## src/rtl/tdm_pkg.sv

```systemverilog
`default_nettype none
// ============================================================================
//  Module      : tdm_pkg
//  Description : Shared types and constants for the 4-channel TDM
//                demultiplexer: FSM state encoding, number of slots per
//                frame and the slot index type.
//  Ports       : none (package)
//  Revision    : 1.0  initial release
// ============================================================================
package tdm_pkg;

  typedef enum logic [1:0] {
    HUNT = 2'd0,
    ACQ  = 2'd1,
    LOCK = 2'd2
  } state_t;

  localparam int NUM_SLOTS = 4;

  typedef logic [1:0] slot_t;

endpackage
`default_nettype wire

```

## src/rtl/tdm_demux_4ch_if.sv

```systemverilog
`default_nettype none
// ============================================================================
//  Module      : tdm_demux_4ch_if
//  Description : Bundle of the TDM line inputs and the demultiplexed outputs.
//  Ports       : master - drives din/frame/en, observes channel outputs
//                slave  - the demultiplexer side
//                din, frame, en          : TDM line, slot-a marker, strobe
//                a, b, c, d              : demultiplexed channels
//                sel                     : expected slot of next sample
//                valid, lock, frame_err  : status
//  Revision    : 1.0  initial release
// ============================================================================
interface tdm_demux_4ch_if #(
  parameter int W = 1
);
  import tdm_pkg::*;

  logic [W-1:0] din;
  logic         frame;
  logic         en;
  logic [W-1:0] a;
  logic [W-1:0] b;
  logic [W-1:0] c;
  logic [W-1:0] d;
  slot_t        sel;
  logic         valid;
  logic         lock;
  logic         frame_err;

  modport master (
    output din, frame, en,
    input  a, b, c, d, sel, valid, lock, frame_err
  );

  modport slave (
    input  din, frame, en,
    output a, b, c, d, sel, valid, lock, frame_err
  );

endinterface
`default_nettype wire

```

## src/rtl/tdm_slot_ctr.sv

```systemverilog
`default_nettype none
// ============================================================================
//  Module      : tdm_slot_ctr
//  Description : Slot index counter. Priority: clear, load-to-1, advance.
//                Advancing from the last slot wraps back to slot 0.
//  Ports       : clk, rst  - clock, asynchronous active-high reset
//                en_i      - advance to next slot
//                load1_i   - force slot 1 (current sample taken as slot a)
//                clr_i     - force slot 0
//                slot_o    - current slot index
//  Revision    : 1.0  initial release
// ============================================================================
module tdm_slot_ctr
  import tdm_pkg::*;
(
  input  logic  clk,
  input  logic  rst,
  input  logic  en_i,
  input  logic  load1_i,
  input  logic  clr_i,
  output slot_t slot_o
);

  slot_t slot_q;
  slot_t slot_d;

  always_comb begin
    slot_d = slot_q;
    if (clr_i) begin
      slot_d = '0;
    end else if (load1_i) begin
      slot_d = slot_t'(1);
    end else if (en_i) begin
      slot_d = (slot_q == slot_t'(NUM_SLOTS - 1)) ? '0 : slot_q + slot_t'(1);
    end
  end

  always_ff @(posedge clk or posedge rst) begin
    if (rst) begin
      slot_q <= '0;
    end else begin
      slot_q <= slot_d;
    end
  end

  assign slot_o = slot_q;

endmodule
`default_nettype wire

```

## src/rtl/tdm_demux_4ch.sv

```systemverilog
`default_nettype none
// ============================================================================
//  Module      : tdm_demux_4ch
//  Description : 4-channel TDM demultiplexer with frame alignment.
//                Slots a..c are collected into shadow registers; the slot-d
//                sample loads all four channel outputs at once so a..d
//                always come from one complete frame. A HUNT/ACQ/LOCK FSM
//                tracks alignment using the frame marker.
//  Ports       : clk        - clock, rising edge
//                rst        - asynchronous active-high reset
//                bus.din    - TDM line (W bits)
//                bus.frame  - high on the enabled slot-a sample
//                bus.en     - sample strobe
//                bus.a..d   - registered channel outputs
//                bus.sel    - expected slot index of next enabled sample
//                bus.valid  - one-cycle pulse when a..d update
//                bus.lock   - high while in LOCK
//                bus.frame_err - one-cycle pulse on a framing violation
//  Revision    : 1.0  initial release
// ============================================================================
module tdm_demux_4ch
  import tdm_pkg::*;
#(
  parameter int W           = 1,
  parameter int LOCK_FRAMES = 2
) (
  input  logic              clk,
  input  logic              rst,
  tdm_demux_4ch_if.slave    bus
);

  localparam int           CW       = (LOCK_FRAMES < 1) ? 1 : $clog2(LOCK_FRAMES + 1);
  localparam logic [CW-1:0] LOCK_CNT = CW'(LOCK_FRAMES);

  state_t        state_q, state_d;
  logic [CW-1:0] cnt_q,   cnt_d;
  logic [W-1:0]  sh0_q,   sh0_d;
  logic [W-1:0]  sh1_q,   sh1_d;
  logic [W-1:0]  sh2_q,   sh2_d;
  logic [W-1:0]  a_q,     a_d;
  logic [W-1:0]  b_q,     b_d;
  logic [W-1:0]  c_q,     c_d;
  logic [W-1:0]  d_q,     d_d;
  logic          valid_q, valid_d;
  logic          err_q,   err_d;

  logic          ctr_inc;
  logic          ctr_load1;
  logic          ctr_clr;
  slot_t         slot;

  tdm_slot_ctr u_slot_ctr (
    .clk     (clk),
    .rst     (rst),
    .en_i    (ctr_inc),
    .load1_i (ctr_load1),
    .clr_i   (ctr_clr),
    .slot_o  (slot)
  );

  always_comb begin
    state_d   = state_q;
    cnt_d     = cnt_q;
    sh0_d     = sh0_q;
    sh1_d     = sh1_q;
    sh2_d     = sh2_q;
    a_d       = a_q;
    b_d       = b_q;
    c_d       = c_q;
    d_d       = d_q;
    valid_d   = 1'b0;
    err_d     = 1'b0;
    ctr_inc   = 1'b0;
    ctr_load1 = 1'b0;
    ctr_clr   = 1'b0;

    if (bus.en) begin
      case (state_q)
        HUNT: begin
          if (bus.frame) begin
            sh0_d     = bus.din;
            ctr_load1 = 1'b1;
            cnt_d     = '0;
            state_d   = ACQ;
          end
        end

        ACQ, LOCK: begin
          if (slot == slot_t'(0)) begin
            if (!bus.frame) begin
              // Marker missing where slot a was expected: alignment lost.
              err_d   = 1'b1;
              cnt_d   = '0;
              ctr_clr = 1'b1;
              state_d = HUNT;
            end else begin
              sh0_d   = bus.din;
              ctr_inc = 1'b1;
            end
          end else if (bus.frame) begin
            // Marker arrived early: drop the partial frame and restart on
            // this sample as the new slot a. Stale shadows 1/2 are always
            // overwritten before the next slot-d completion.
            err_d     = 1'b1;
            sh0_d     = bus.din;
            ctr_load1 = 1'b1;
            cnt_d     = '0;
            state_d   = ACQ;
          end else begin
            ctr_inc = 1'b1;
            case (slot)
              slot_t'(1): sh1_d = bus.din;
              slot_t'(2): sh2_d = bus.din;
              default: begin
                a_d     = sh0_q;
                b_d     = sh1_q;
                c_d     = sh2_q;
                d_d     = bus.din;
                valid_d = 1'b1;
                if (state_q == ACQ) begin
                  if (cnt_q >= LOCK_CNT - CW'(1)) begin
                    cnt_d   = LOCK_CNT;
                    state_d = LOCK;
                  end else begin
                    cnt_d = cnt_q + CW'(1);
                  end
                end
              end
            endcase
          end
        end

        default: begin
          state_d = HUNT;
          cnt_d   = '0;
          ctr_clr = 1'b1;
        end
      endcase
    end
  end

  always_ff @(posedge clk or posedge rst) begin
    if (rst) begin
      state_q <= HUNT;
      cnt_q   <= '0;
      sh0_q   <= '0;
      sh1_q   <= '0;
      sh2_q   <= '0;
      a_q     <= '0;
      b_q     <= '0;
      c_q     <= '0;
      d_q     <= '0;
      valid_q <= 1'b0;
      err_q   <= 1'b0;
    end else begin
      state_q <= state_d;
      cnt_q   <= cnt_d;
      sh0_q   <= sh0_d;
      sh1_q   <= sh1_d;
      sh2_q   <= sh2_d;
      a_q     <= a_d;
      b_q     <= b_d;
      c_q     <= c_d;
      d_q     <= d_d;
      valid_q <= valid_d;
      err_q   <= err_d;
    end
  end

  assign bus.a         = a_q;
  assign bus.b         = b_q;
  assign bus.c         = c_q;
  assign bus.d         = d_q;
  assign bus.sel       = slot;
  assign bus.valid     = valid_q;
  assign bus.lock      = (state_q == LOCK);
  assign bus.frame_err = err_q;

endmodule
`default_nettype wire

```

## src/flat_wrapper.sv

```systemverilog
// flat-port wrapper written by rule: the top's interface ports become plain ports
module tdm_demux_4ch_flat import tdm_pkg::*;
#(
  parameter int W           = 1,
  parameter int LOCK_FRAMES = 2
)
  (clk, rst, bus_din, bus_frame, bus_en, bus_a, bus_b, bus_c, bus_d, bus_sel, bus_valid, bus_lock, bus_frame_err);
  tdm_demux_4ch_if #(.W(W)) bus_i ();
  input  logic clk;
  input  logic rst;
  input wire logic [$bits(bus_i.din)-1:0] bus_din;
  input wire logic [$bits(bus_i.frame)-1:0] bus_frame;
  input wire logic [$bits(bus_i.en)-1:0] bus_en;
  output wire logic [$bits(bus_i.a)-1:0] bus_a;
  output wire logic [$bits(bus_i.b)-1:0] bus_b;
  output wire logic [$bits(bus_i.c)-1:0] bus_c;
  output wire logic [$bits(bus_i.d)-1:0] bus_d;
  output wire logic [$bits(bus_i.sel)-1:0] bus_sel;
  output wire logic [$bits(bus_i.valid)-1:0] bus_valid;
  output wire logic [$bits(bus_i.lock)-1:0] bus_lock;
  output wire logic [$bits(bus_i.frame_err)-1:0] bus_frame_err;
  assign bus_i.din = bus_din;
  assign bus_i.frame = bus_frame;
  assign bus_i.en = bus_en;
  assign bus_a = bus_i.a;
  assign bus_b = bus_i.b;
  assign bus_c = bus_i.c;
  assign bus_d = bus_i.d;
  assign bus_sel = bus_i.sel;
  assign bus_valid = bus_i.valid;
  assign bus_lock = bus_i.lock;
  assign bus_frame_err = bus_i.frame_err;
  tdm_demux_4ch #(.W(W), .LOCK_FRAMES(LOCK_FRAMES)) u_core (.clk(clk), .rst(rst), .bus(bus_i));
endmodule
```

## config.mk

```make
export PLATFORM = sky130hd
export DESIGN_NAME = tdm_demux_4ch_flat
export DESIGN_NICKNAME = d
export VERILOG_FILES = /design/src/rtl/tdm_pkg.sv /design/src/rtl/tdm_demux_4ch_if.sv /design/src/rtl/tdm_slot_ctr.sv /design/src/rtl/tdm_demux_4ch.sv /design/src/flat_wrapper.sv
export SDC_FILE = /design/constraint.sdc
export NUM_CORES = 1
export LEC_CHECK = 0
export BUFFER_PORTS_ARGS = -buffer_cell sky130_fd_sc_hd__buf_2
export CAP_MARGIN = 20
export CORE_MARGIN = 3
export CORE_UTILIZATION = 50
export DETAILED_ROUTE_END_ITERATION = 12
export PLACE_DENSITY = 0.81
export SYNTH_ARGS = -nofsm -noshare
export SYNTH_HDL_FRONTEND = slang
export SYNTH_HIERARCHICAL = 1
export SYNTH_SLANG_ARGS = --single-unit
```

## constraint.sdc

```tcl
create_clock -name clk -period 2.35 [get_ports clk]
set_input_delay 0.1175 -clock clk [delete_from_list [all_inputs] [get_ports clk]]
set_output_delay 0.1175 -clock clk [all_outputs]
set_load 0.01 [all_outputs]
```

* Word-level counts from Yosys, hierarchy flattened
Index checks and enable logic that the tools add are counted.
Operators by class: reduce and logical (&&, ||, !) cells 12, $add $sub $neg 2, order comparisons 1, muxes and demuxes 38, eq/ne operators 10, bitwise operators 3
Operators by type and width (number):
- 2-bit two-way mux | 17
- 5-bit AND reduction | 4
- 1-bit two-way mux | 17
- 4-bit by 2-bit != test with 1-bit output, second input constant | 2
- 2-bit case mux with 2 select lines | 2
- 2-bit equality test, second input constant | 3
- 6-bit AND reduction | 1
- 2-bit by 1-bit adder with 2-bit output, second input constant | 2
- 2-bit by 1-bit equality test with 1-bit output, second input constant | 2
- 2-bit zero test | 2
- 4-bit by 3-bit != test with 1-bit output, second input constant | 1
- 1-bit case mux with 2 select lines | 2
- 2-bit OR reduction | 2
- 3-bit != test, second input constant | 1
- 1-bit inverter | 3
- 3-bit AND reduction | 1
- 3-bit nonzero test | 1
- 3-bit OR reduction | 1
- 2-bit by 1-bit greater-or-equal comparator with 1-bit output, second input constant | 1
- 2-bit != test, second input constant | 1
Word-level totals: bits in registers 15, logic and storage cells 78, input bits 5

* Depth between registers and ports, before layout
Gate-level depths: netlist of the first run.
depth after elaboration 7, mapped depth 7

* Cells and area by module
The synthesis of the first run kept the hierarchy.
Modules (own cells, without submodules):
- tdm_demux_4ch | area each 823.3 um^2, times used 1, cells each 74
- tdm_slot_ctr | area each 106.4 um^2, times used 1, cells each 10

* Worst setup path after synthesis of the first run
Ideal clock, no wire load.
path type register -> register, from register u_core.u_slot_ctr.slot_q[0] (netlist: u_core/u_slot_ctr/slot_o[0]), to register u_core.state_q[0], stages on the path, launching flop included 7, slack 0.450 ns, library setup time 0.125 ns, arrival time 1.775 ns, clock period less this slack 1.900 ns, cell sequence dfrtp_1 > inv_1 > ha_1 > or3b_4 > nor3_4 > nor3_2 > mux2_4
Between the ends: word-level cells in the longest chain between the ends 4, elaborated cells on any way between the ends 11, classes of those cells eq/ne: 6; mux: 2; reduce/logical: 3
Ends and longest elaborated chain:
- start: declaration | RTL line tdm_slot_ctr.sv:24 | slot_t slot_q;
- start signal: assignment | RTL line tdm_slot_ctr.sv:42 | slot_q <= slot_d;
- 2-bit by 1-bit equality test with 1-bit output / 2-bit equality test (equally long branches) | RTL line tdm_demux_4ch.sv:111 | case (slot)
- 2-bit OR reduction (no line)
- 4-bit by 3-bit != test with 1-bit output (no line)
- 6-bit AND reduction (no line)
- end signal: assignment | RTL line tdm_demux_4ch.sv:156 | state_q <= state_d;
- end: declaration | RTL line tdm_demux_4ch.sv:35 | state_t state_q, state_d;
Parallel ways exist; a longest one is shown, timed or not. A chain may end at the register's enable or synchronous reset.

* Worst setup path in the final report of the first run
Same ends and word-level chain as after synthesis.

==> implementation parameters, run 1 <==
Parameter                              Value

Power
  Total power density per cell area ... 1150 nW/um^2
  Maximum resistive drop on vdd ... 0.000573 V
  Static leakage power ... 0.522 nW

Drt
  First drt pass iteration count ... 4
  Vias after detailed routing ... 646
  Remaining DRCs ... 0
  Number of DRC markers in iteration 0 ... 6
  Post-detailed-routing wire length ... 1650 um
  Antenna-violating nets left ... 0
  Via density per instance ... 5.21
  Avg WL per Cell ... 13.3 um

Floorplanning
  Core ar. ... 1630 sq um
  Initial core utilization ... 57.1%
  IO Count ... 14
  Die Width ... 49.1 um
  DIE HEIGHT ... 49.1 um
  Die ar. ... 2410 sq um
  Std cell rows ... 14

STA
  Final Max Slew Viols ... 0
  Final-report hold violation count ... 0
  Period utilization ... 86.9%
  Headroom to the max-slew limit ... 67.8%
  Actual slew at the worst max-slew pin ... 482 ps
  Shortest clock period the worst path allows after layout ... 2040 ps
  Worst Slack Setup Final ... 307 ps
  Worst clock skew ... 6.44 ps
  Setup violation total in the final timing report ... 0
  Worst hold slack across all endpoints ... 110 ps
  Maximum clock rate ... 490 MHz
  Total Negative Setup Slacks ... 0 ps
  Setup repair after global routing missed its margin ... no

Yosys
  Biggest area consumer among synthesized cells ... dfrtp_1
  Mapped cell area ... 930 sq um
  Cells taking the most area after synthesis ... dfrtp_1 40%, ha_1 13%, mux2_2 9.7%
  Syn nets ... 99
  Gate Count Post-Synth ... 84
  Warning count from the yosys run ... 6
  Distinct cell type count of the synthesized netlist ... 28
  Number of synthesized register bits ... 15
  Proportion of netlist area held by the largest area contributor ... 40.4%
  Synth Flop Type ... dfrtp_1
  Number of enable flip-flop cells after synthesis ... 0
  Synth top cells by count ... 15 x dfrtp_1, 10 x ha_1, 10 x inv_1
  Syn_area_per_cell ... 11.1 sq um
  Async set or reset register ratio after synthesis ... 100%
  Library cell with the highest instance count after synthesis ... dfrtp_1
  Fraction of the yosys area taken by sequential cells ... 40.4%

Layout
  Number of diodes ... 0
  Final design instance area without fill ... 1040 sq um
  Number of filler cells placed in the layout ... 144
  Final core utilization ... 63.7%
  Proportion of layout cells with a drive suffix above 1 ... 31.0%
  Count of nets after finishing ... 116
  Synth-to-layout area growth ... 11.7%
  Sequential cell area ... 375 sq um
  Area of the multi-input gates ... 494 sq um

Global routing
  Number of global-route vias before repair ... 607
  Largest net degree at the start of global routing ... 14
  Number of antenna violations at the first check in global routing ... 0
  Total congestion overflow ... 0
  GRT Total Usage ... 15.5%
  Wire length of the first global-routing pass ... 2790 um

Clock tree
  Post-CTS Setup Bufs ... 0
  Number of instances resized during post-cts repair ... 0
  Number of clock sinks seen by CTS ... 15
  Number of buffers created by CTS ... 3
  H-tree Lvls ... 1
  Clock root buffer master ... clkbuf_4
  Maximum buffer depth of the clock tree ... 2
  Clock-pin slew reported for the worst setup and hold paths after clock tree synthesis ... 80 ps
  Post-cts hold buffer count ... 1
  TritonCTS clock tree ... yes
  Clock latency reported for the late side of the worst-skew pair ... 280 ps

Worst setup path
  Max incr delay on CP ... 480 ps
  Number of buffer and inverter stages on the critical path ... 1
  Critical path's top delay family ... simple AND/OR/NAND/NOR gates
  Required arrival time at the worst endpoint ... 2520 ps
  Worst Setup Start Kind ... flop
  Element type at the critical path end ... flop
  Data arrival, critical path ... 2210 ps
  List of cells traversed by the critical path ... inv_1 > ha_1 > or3b_4 > nor3_4 > nor3_2 > mux2_4
  Cell type of the slowest stage on the worst timing path ... dfrtp_1
  Critical path start-end classification ... reg2reg
  CP max FO ... 7

Placement
  Port Buffers ... 13
  Final estimated routing congestion in global placement ... 0.794
  Post-detailed-placement cell area ... 1000 sq um
  Sum of net half-perimeters after detailed placement ... 1270 um
  Post-Place Worst Slack ... 347 ps

Min path
  Path class of the lowest-slack min-delay path ... in2reg

Outcome
  Run status ... finished clean

Flow run
  Reported max-cap violation count ... 0
==> report_power, final <==
group	internal (W)	leakage, nW	switching [W]
logic	0.000287	0.308	0.000343
registers	0.000344	0.199	0.0000795
clock network	0.0000660	0.0150	0.0000766
total	0.000697	0.522	0.000499
==> final cells by class <==
| cell class | instances | share of cell area, % |
|---|---|---|
| flip-flops and latches | 15 | 36.1 |
| clock buffers | 4 | 2.53 |
| multi-input cells | 57 | 47.6 |
| inverters | 10 | 3.61 |
| well taps | 24 | 2.89 |
| repair buffers | 14 | 7.23 |
==> layout by cell type (no fill, tap or decap), types with 2 or more instances in the layout <==
cell,n
dfrtp_1,15
buf_2,13
inv_1,10
ha_1,10
mux2_2,8
nor2_1,8
nand2_1,4
clkbuf_4,3
nand3_1,3
nor3_1,3
a2bb2oi_1,2
a31oi_1,2
==> path summary, 6_finish.rpt <==
path                            slack [ps]  cells after the start                         from                           to
worst max-delay path                   310                      6  u_core/u_slot_ctr/slot_o[0]            u_core/state_q[0]
worst min-delay path                   110                      2                      bus_din                 u_core/sh2_q
worst max register to register         310                      6  u_core/u_slot_ctr/slot_o[0]            u_core/state_q[0]
worst min register to register         510                      1                 u_core/bus.c                 u_core/bus.c
max in group asynchronous             1610                      3                          rst            u_core/state_q[0]
min in group asynchronous              240                      3                          rst  u_core/u_slot_ctr/slot_o[1]
==> logic make-up (layout without fill, tap and decap cells) <==
logic type                 count (synthesis)  after routing  share of synthesized area, %
AOI/OAI and AO/OA                          9              9                          9.02
and+or+nand+nor                           28             28                          18.3
adders and majority gates                 10             10                          13.5
buffers and inverters                     12             28                          6.46
muxes                                     10             10                          12.4
DFF                                       15             15                          40.4
==> routing by layer <==
layer | vias to the layer above | wire (um) | global-route usage (%)
met5 | - | 0 | 0
met4 | 0 | 28 | 7.58
met3 | 5 | 63 | 4.59
met2 | 11 | 853 | 26.3
met1 | 309 | 701 | 17.4
li1 | 321 | - | -
==> through the flow <==
stage / power, W / cells
6_report: 0.00120 / 124
5_1_grt: 0.00130 / 124
4_1_cts: 0.00120 / 124
3_5_place_dp: 0.00106 / 119
3_3_place_gp: 0.00102 / 119
2_1_floorplan: 0.000928 / 84
No activity file was read; power rests on OpenSTA's default activity.
==> run 2, diff against run 1 <==
- GPL_TIMING_DRIVEN: unset -> 0
==> implementation parameters, run 2 (synthesis results as in run 1) <==
Parameter                              Value

Global routing
  Total congestion overflow ... 0 (unchanged)
  Number of antenna violations at the first check in global routing ... 0 (unchanged)
  GRT Total Usage ... 14.0% (was 15.5%)
  Number of global-route vias before repair ... 644 (was 607)
  Wire length of the first global-routing pass ... 2650 um (was 2790 um)
  Largest net degree at the start of global routing ... 14 (unchanged)

Worst setup path
  Crit path from ... u_core/u_slot_ctr/slot_o[0] (unchanged)
  Critical path start-end classification ... reg2reg (unchanged)
  Required arrival time at the worst endpoint ... 2510 ps (was 2520 ps)
  Element type at the critical path end ... flop (unchanged)
  Worst R2R Start ... u_core/u_slot_ctr/slot_o[0] (unchanged)
  Data arrival, critical path ... 2150 ps (was 2210 ps)
  Critical path's top delay family ... simple AND/OR/NAND/NOR gates (unchanged)
  Number of buffer and inverter stages on the critical path ... 1 (unchanged)
  Worst-case register-to-register setup slack ... 360 ps (was 310 ps)
  Number of cells on the worst reg-to-reg path ... 6 (unchanged)
  Max incr delay on CP ... 460 ps (was 480 ps)
  CP max FO ... 7 (unchanged)
  Crit Reg-Reg Endpoint ... u_core/state_q[0] (unchanged)
  List of cells traversed by the critical path ... inv_1 > ha_1 > or3b_4 > nor3_4 > nor3_2 > mux2_4 (unchanged)
  Worst Setup Start Kind ... flop (unchanged)
  Cell type of the slowest stage on the worst timing path ... dfrtp_1 (unchanged)

Floorplanning
  DIE HEIGHT ... 49.1 um (unchanged)
  IO Count ... 14 (unchanged)
  Die Width ... 49.1 um (unchanged)
  Initial core utilization ... 57.1% (unchanged)
  Std cell rows ... 14 (unchanged)
  Die ar. ... 2410 sq um (unchanged)
  Core ar. ... 1630 sq um (unchanged)

Drt
  Avg WL per Cell ... 12.2 um (was 13.3 um)
  Remaining DRCs ... 0 (unchanged)
  First drt pass iteration count ... 4 (unchanged)
  Vias after detailed routing ... 655 (was 646)
  Antenna-violating nets left ... 0 (unchanged)
  Post-detailed-routing wire length ... 1540 um (was 1650 um)
  Number of DRC markers in iteration 0 ... 14 (was 6)
  Via density per instance ... 5.20 (was 5.21)

Power
  Total power density per cell area ... 1140 nW/um^2 (was 1150 nW/um^2)
  Static leakage power ... 0.534 nW (was 0.522 nW)
  Maximum resistive drop on vdd ... 0.000715 V (was 0.000573 V)

Clock tree
  Clock-pin slew reported for the worst setup and hold paths after clock tree synthesis ... 80 ps (about the same)
  Number of clock sinks seen by CTS ... 15 (unchanged)
  Clock latency reported for the late side of the worst-skew pair ... 270 ps (was 280 ps)
  Post-CTS Setup Bufs ... 0 (unchanged)
  Number of buffers created by CTS ... 3 (unchanged)
  Clock root buffer master ... clkbuf_4 (unchanged)
  TritonCTS clock tree ... yes (unchanged)
  H-tree Lvls ... 1 (unchanged)
  Maximum buffer depth of the clock tree ... 2 (unchanged)

Placement
  Final estimated routing congestion in global placement ... 0.789 (was 0.794)
  Sum of net half-perimeters after detailed placement ... 1250 um (was 1270 um)
  Post-Place Worst Slack ... 365 ps (was 347 ps)
  Port Buffers ... 13 (unchanged)

Layout
  Proportion of layout cells with a drive suffix above 1 ... 32.4% (was 31.0%)
  Number of diodes ... 0 (unchanged)
  Count of nets after finishing ... 118 (was 116)
  Commonest cells after routing, fill and taps aside ... 15 x dfrtp_1, 13 x buf_2, 10 x inv_1, 10 x ha_1 (unchanged)
  Synth-to-layout area growth ... 14.1% (was 11.7%)
  Leading cell type in the layout, fill and taps excluded ... dfrtp_1 (unchanged)

STA
  Maximum clock rate ... 503 MHz (was 490 MHz)
  Period utilization ... 84.7% (was 86.9%)
  Setup violation total in the final timing report ... 0 (unchanged)
  Total Negative Setup Slacks ... 0 ps (unchanged)
  Worst Slack Setup Final ... 360 ps (was 307 ps)
  Shortest clock period the worst path allows after layout ... 1990 ps (was 2040 ps)
  Final-report hold violation count ... 0 (unchanged)
  Setup repair after global routing missed its margin ... no (unchanged)
  Actual slew at the worst max-slew pin ... 457 ps (was 482 ps)
  Final Max Slew Viols ... 0 (unchanged)
  Headroom to the max-slew limit ... 69.5% (was 67.8%)
  Worst hold slack across all endpoints ... 135 ps (was 110 ps)
  Worst clock skew ... 1.36 ps (was 6.44 ps)

Flow run
  Reported max-cap violation count ... 0 (unchanged)

Min path
  Hold Path Cell Cnt ... 2 (unchanged)
  HP Start ... bus_din (unchanged)
  Endpoint of the worst hold-timing path ... u_core/sh2_q (unchanged)
  Path class of the lowest-slack min-delay path ... in2reg (unchanged)

Outcome
  Run status ... finished clean (unchanged)
## run 2: cell types whose count changed in the layout (fill, tap and decap cells not counted), sizes merged
cell / before / now
buf: 13 / 15
## run 2: where the power goes
part	leakage (nW)	switching [W]	total (W)	internal, W
registers	0.199	0.0000767	0.000421	0.000344
clock network	0.0150	0.0000698	0.000136	0.0000657
logic	0.320	0.000344	0.000656	0.000311
## run 2: worst max-delay path by stage
stage                              to  depth (start not counted)
floorplan           u_core/state_q[0]                          6
global placement    u_core/state_q[0]                          6
detailed placement  u_core/state_q[0]                          6
CTS                 u_core/state_q[0]                          6
global route        u_core/state_q[0]                          6
finish              u_core/state_q[0]                          6
## run 2: through the flow
| step | power (W) | util (%) | instances | cell area (sq um) |
|---|---|---|---|---|
| finish | 0.00121 | 65.1 | 126 | 1060 |
| global route | 0.00131 | 65.1 | 126 | 1060 |
| detailed placement | 0.00108 | 62.9 | 121 | 1020 |
| CTS | 0.00122 | 65.1 | 126 | 1060 |
| global placement | 0.00105 | 62.9 | 121 | 1020 |
| floorplan | 0.000928 | - | 84 | 930 |
## run 2: area by class of cell
type / instances / area [sq um]
Clock buffer: 4 / 26.3
Tap cell: 24 / 30.0
Sequential cell: 15 / 375
Fill cell: 135 / 568
Buffer: 2 / 22.5
Inverter: 10 / 37.5
Timing Repair Buffer: 14 / 75.1
Multi-Input combinational cell: 57 / 494
## run 2: repair_timing
item / in CTS / in global routing
endpoints found under the hold margin: 15 / 0
hold buffers: 1 / 0
gates resized for setup: 0 / 0
## run 2: routing by layer
| layer | up-vias | wire [um] | global-route usage (%) |
|---|---|---|---|
| li1 | 326 | - | - |
| met3 | 4 | 49 | 4.59 |
| met4 | 0 | 31 | 3.32 |
| met2 | 14 | 810 | 26.8 |
| met5 | - | 0 | 0 |
| met1 | 311 | 652 | 14.4 |
==> run 3, diff against run 2 <==
- CORE_UTILIZATION: 50 -> 49
- PLACE_DENSITY: 0.81 -> 0.83
- clock period: 2.35 -> 1.8 ns (I/O delays scaled with it)
==> implementation parameters, run 3 (synthesis results as in run 1) <==
Parameter                              Value

Outcome
  Run status ... finished clean (unchanged)

Drt
  Antenna-violating nets left ... 0 (unchanged)
  Remaining DRCs ... 0 (unchanged)
  Number of DRC markers in iteration 0 ... 14 (unchanged)
  Via density per instance ... 5.11 (was 5.20)
  Avg WL per Cell ... 13.7 um (was 12.2 um)
  Post-detailed-routing wire length ... 1870 um (was 1540 um)
  Vias after detailed routing ... 695 (was 655)
  First drt pass iteration count ... 4 (unchanged)

Worst setup path
  Worst-case register-to-register setup slack ... 20 ps (was 360 ps)
  Element type at the critical path end ... flop (unchanged)
  Worst Setup Start Kind ... flop (unchanged)
  CP max FO ... 5 (was 7)
  Data arrival, critical path ... 1960 ps (was 2150 ps)
  Required arrival time at the worst endpoint ... 1990 ps (was 2510 ps)
  Critical path start-end classification ... reg2reg (unchanged)

Placement
  Sum of net half-perimeters after detailed placement ... 1250 um (about the same)
  Port Buffers ... 13 (unchanged)
  Final estimated routing congestion in global placement ... 0.819 (was 0.789)

Global routing
  Wire length of the first global-routing pass ... 3230 um (was 2650 um)
  Number of global-route vias before repair ... 724 (was 644)
  Largest net degree at the start of global routing ... 14 (unchanged)
  Total congestion overflow ... 0 (unchanged)
  Number of antenna violations at the first check in global routing ... 0 (unchanged)
  GRT Total Usage ... 17.5% (was 14.0%)

Clock tree
  H-tree Lvls ... 1 (unchanged)
  Clock-pin slew reported for the worst setup and hold paths after clock tree synthesis ... 90 ps (was 80 ps)
  TritonCTS clock tree ... yes (unchanged)
  Maximum buffer depth of the clock tree ... 2 (unchanged)
  Clock root buffer master ... clkbuf_4 (unchanged)
  Number of clock sinks seen by CTS ... 15 (unchanged)
  Clock latency reported for the late side of the worst-skew pair ... 290 ps (was 270 ps)
  Number of buffers created by CTS ... 3 (unchanged)

STA
  Maximum clock rate ... 562 MHz (was 503 MHz)
  Setup repair after global routing missed its margin ... yes (was no)
  Shortest clock period the worst path allows after layout ... 1780 ps (was 1990 ps)
  Setup violation total in the final timing report ... 0 (unchanged)
  Headroom to the max-slew limit ... 67.4% (was 69.5%)
  Period utilization ... 98.8% (was 84.7%)
  Final-report hold violation count ... 0 (unchanged)
  Actual slew at the worst max-slew pin ... 489 ps (was 457 ps)
  Final Max Slew Viols ... 0 (unchanged)
  Worst hold slack across all endpoints ... 86.4 ps (was 135 ps)
  Worst clock skew ... 4.29 ps (was 1.36 ps)

Layout
  Synth-to-layout area growth ... 24.5% (was 14.1%)
  Proportion of layout cells with a drive suffix above 1 ... 45.0% (was 32.4%)
  Count of nets after finishing ... 127 (was 118)
  Commonest cells after routing, fill and taps aside ... 13 x buf_2, 13 x dfrtp_1, 10 x buf_4 (was 15 x dfrtp_1, 13 x buf_2, 10 x inv_1, 10 x ha_1)
  Number of diodes ... 0 (unchanged)

Min path
  Path class of the lowest-slack min-delay path ... in2reg (unchanged)

Floorplanning
  DIE HEIGHT ... 49.6 um (was 49.1 um)
  IO Count ... 14 (unchanged)
  Die Width ... 49.6 um (was 49.1 um)
  Core ar. ... 1760 sq um (was 1630 sq um)
  Initial core utilization ... 52.7% (was 57.1%)
  Die ar. ... 2460 sq um (was 2410 sq um)
  Std cell rows ... 15 (was 14)

Flow run
  Reported max-cap violation count ... 0 (unchanged)

Power
  Static leakage power ... 0.578 nW (was 0.534 nW)
  Overall power ... 0.00187 W (was 0.00121 W)
  Total power density per cell area ... 1620 nW/um^2 (was 1140 nW/um^2)
  Maximum resistive drop on vdd ... 0.00102 V (was 0.000715 V)
## run 3: cell types whose count changed in the layout (fill, tap and decap cells not counted), sizes merged
cell	before	now
buf	15	24
clkbuf	4	3
clkinv	0	1
## run 3: final timing paths
kind / from / cells after the start / endpoint
worst min register to register: u_core/bus.c / 1 / u_core/bus.c
min in group asynchronous: rst / 3 / u_core/u_slot_ctr/slot_o[1]
worst max-delay path: u_core/state_q[0] / 6 / u_core/state_q[0]
worst min-delay path: bus_din / 2 / u_core/sh2_q
worst max register to register: u_core/state_q[0] / 6 / u_core/state_q[0]
max in group asynchronous: rst / 3 / u_core/cnt_q[0]
## run 3: repair_timing
item,4_1_cts,5_1_grt
endpoints found under the hold margin,15,0
buffers inserted,9,1
resized for setup,2,3
pin swaps,1,3
setup endpoints to repair,2,3
hold buffers,1,0
## run 3: power breakdown
part	internal [W]	switching (W)	total [W]	leakage (nW)
Clock	0.0000827	0.000116	0.000198	0.0177
Sequential	0.000453	0.0000734	0.000526	0.196
Combinational	0.000590	0.000559	0.00115	0.364
## run 3: through the flow
| stage | cells | TNS (ps) | setup WS (ps) | area (sq um) | utilization (%) |
|---|---|---|---|---|---|
| 6_report | 136 | 0 | 20.9 | 1160 | 65.6 |
| 5_1_grt | 136 | -21.7 | -21.7 | 1160 | 65.6 |
| 4_1_cts | 136 | -77.9 | -77.9 | 1150 | 65.1 |
| 3_5_place_dp | 122 | -200 | -137 | 1030 | 58.4 |
| 3_3_place_gp | 122 | -101 | -92.5 | 1030 | 58.4 |
| 2_1_floorplan | 84 | -11.5 | -11.5 | 935 | - |
## run 3: cell type report
type                            count  area (sq um)
Buffer                              1          11.3
Clock buffer                        3          22.5
Clock inverter                      1          5.00
Fill cell                         147           607
Inverter                           10          37.5
Multi-Input combinational cell     57           522
Sequential cell                    15           378
Tap cell                           25          31.3
Timing Repair Buffer               24           150
## run 3: critical path, stage by stage (launching register included)
cell and delay [ps]:
dfrtp_1 390, inv_2 70, ha_4 280, or3b_4 400, nor3_4 160, nor3_2 80
mux2_4 300
## run 3: layer usage
metal,up-vias,GRT usage [%],share of wire (%)
met4,0,11.1,3.3
met2,16,30.4,53
met3,7,2.72,3.7
li1,348,-,-
met1,324,19.8,40
met5,-,0,0
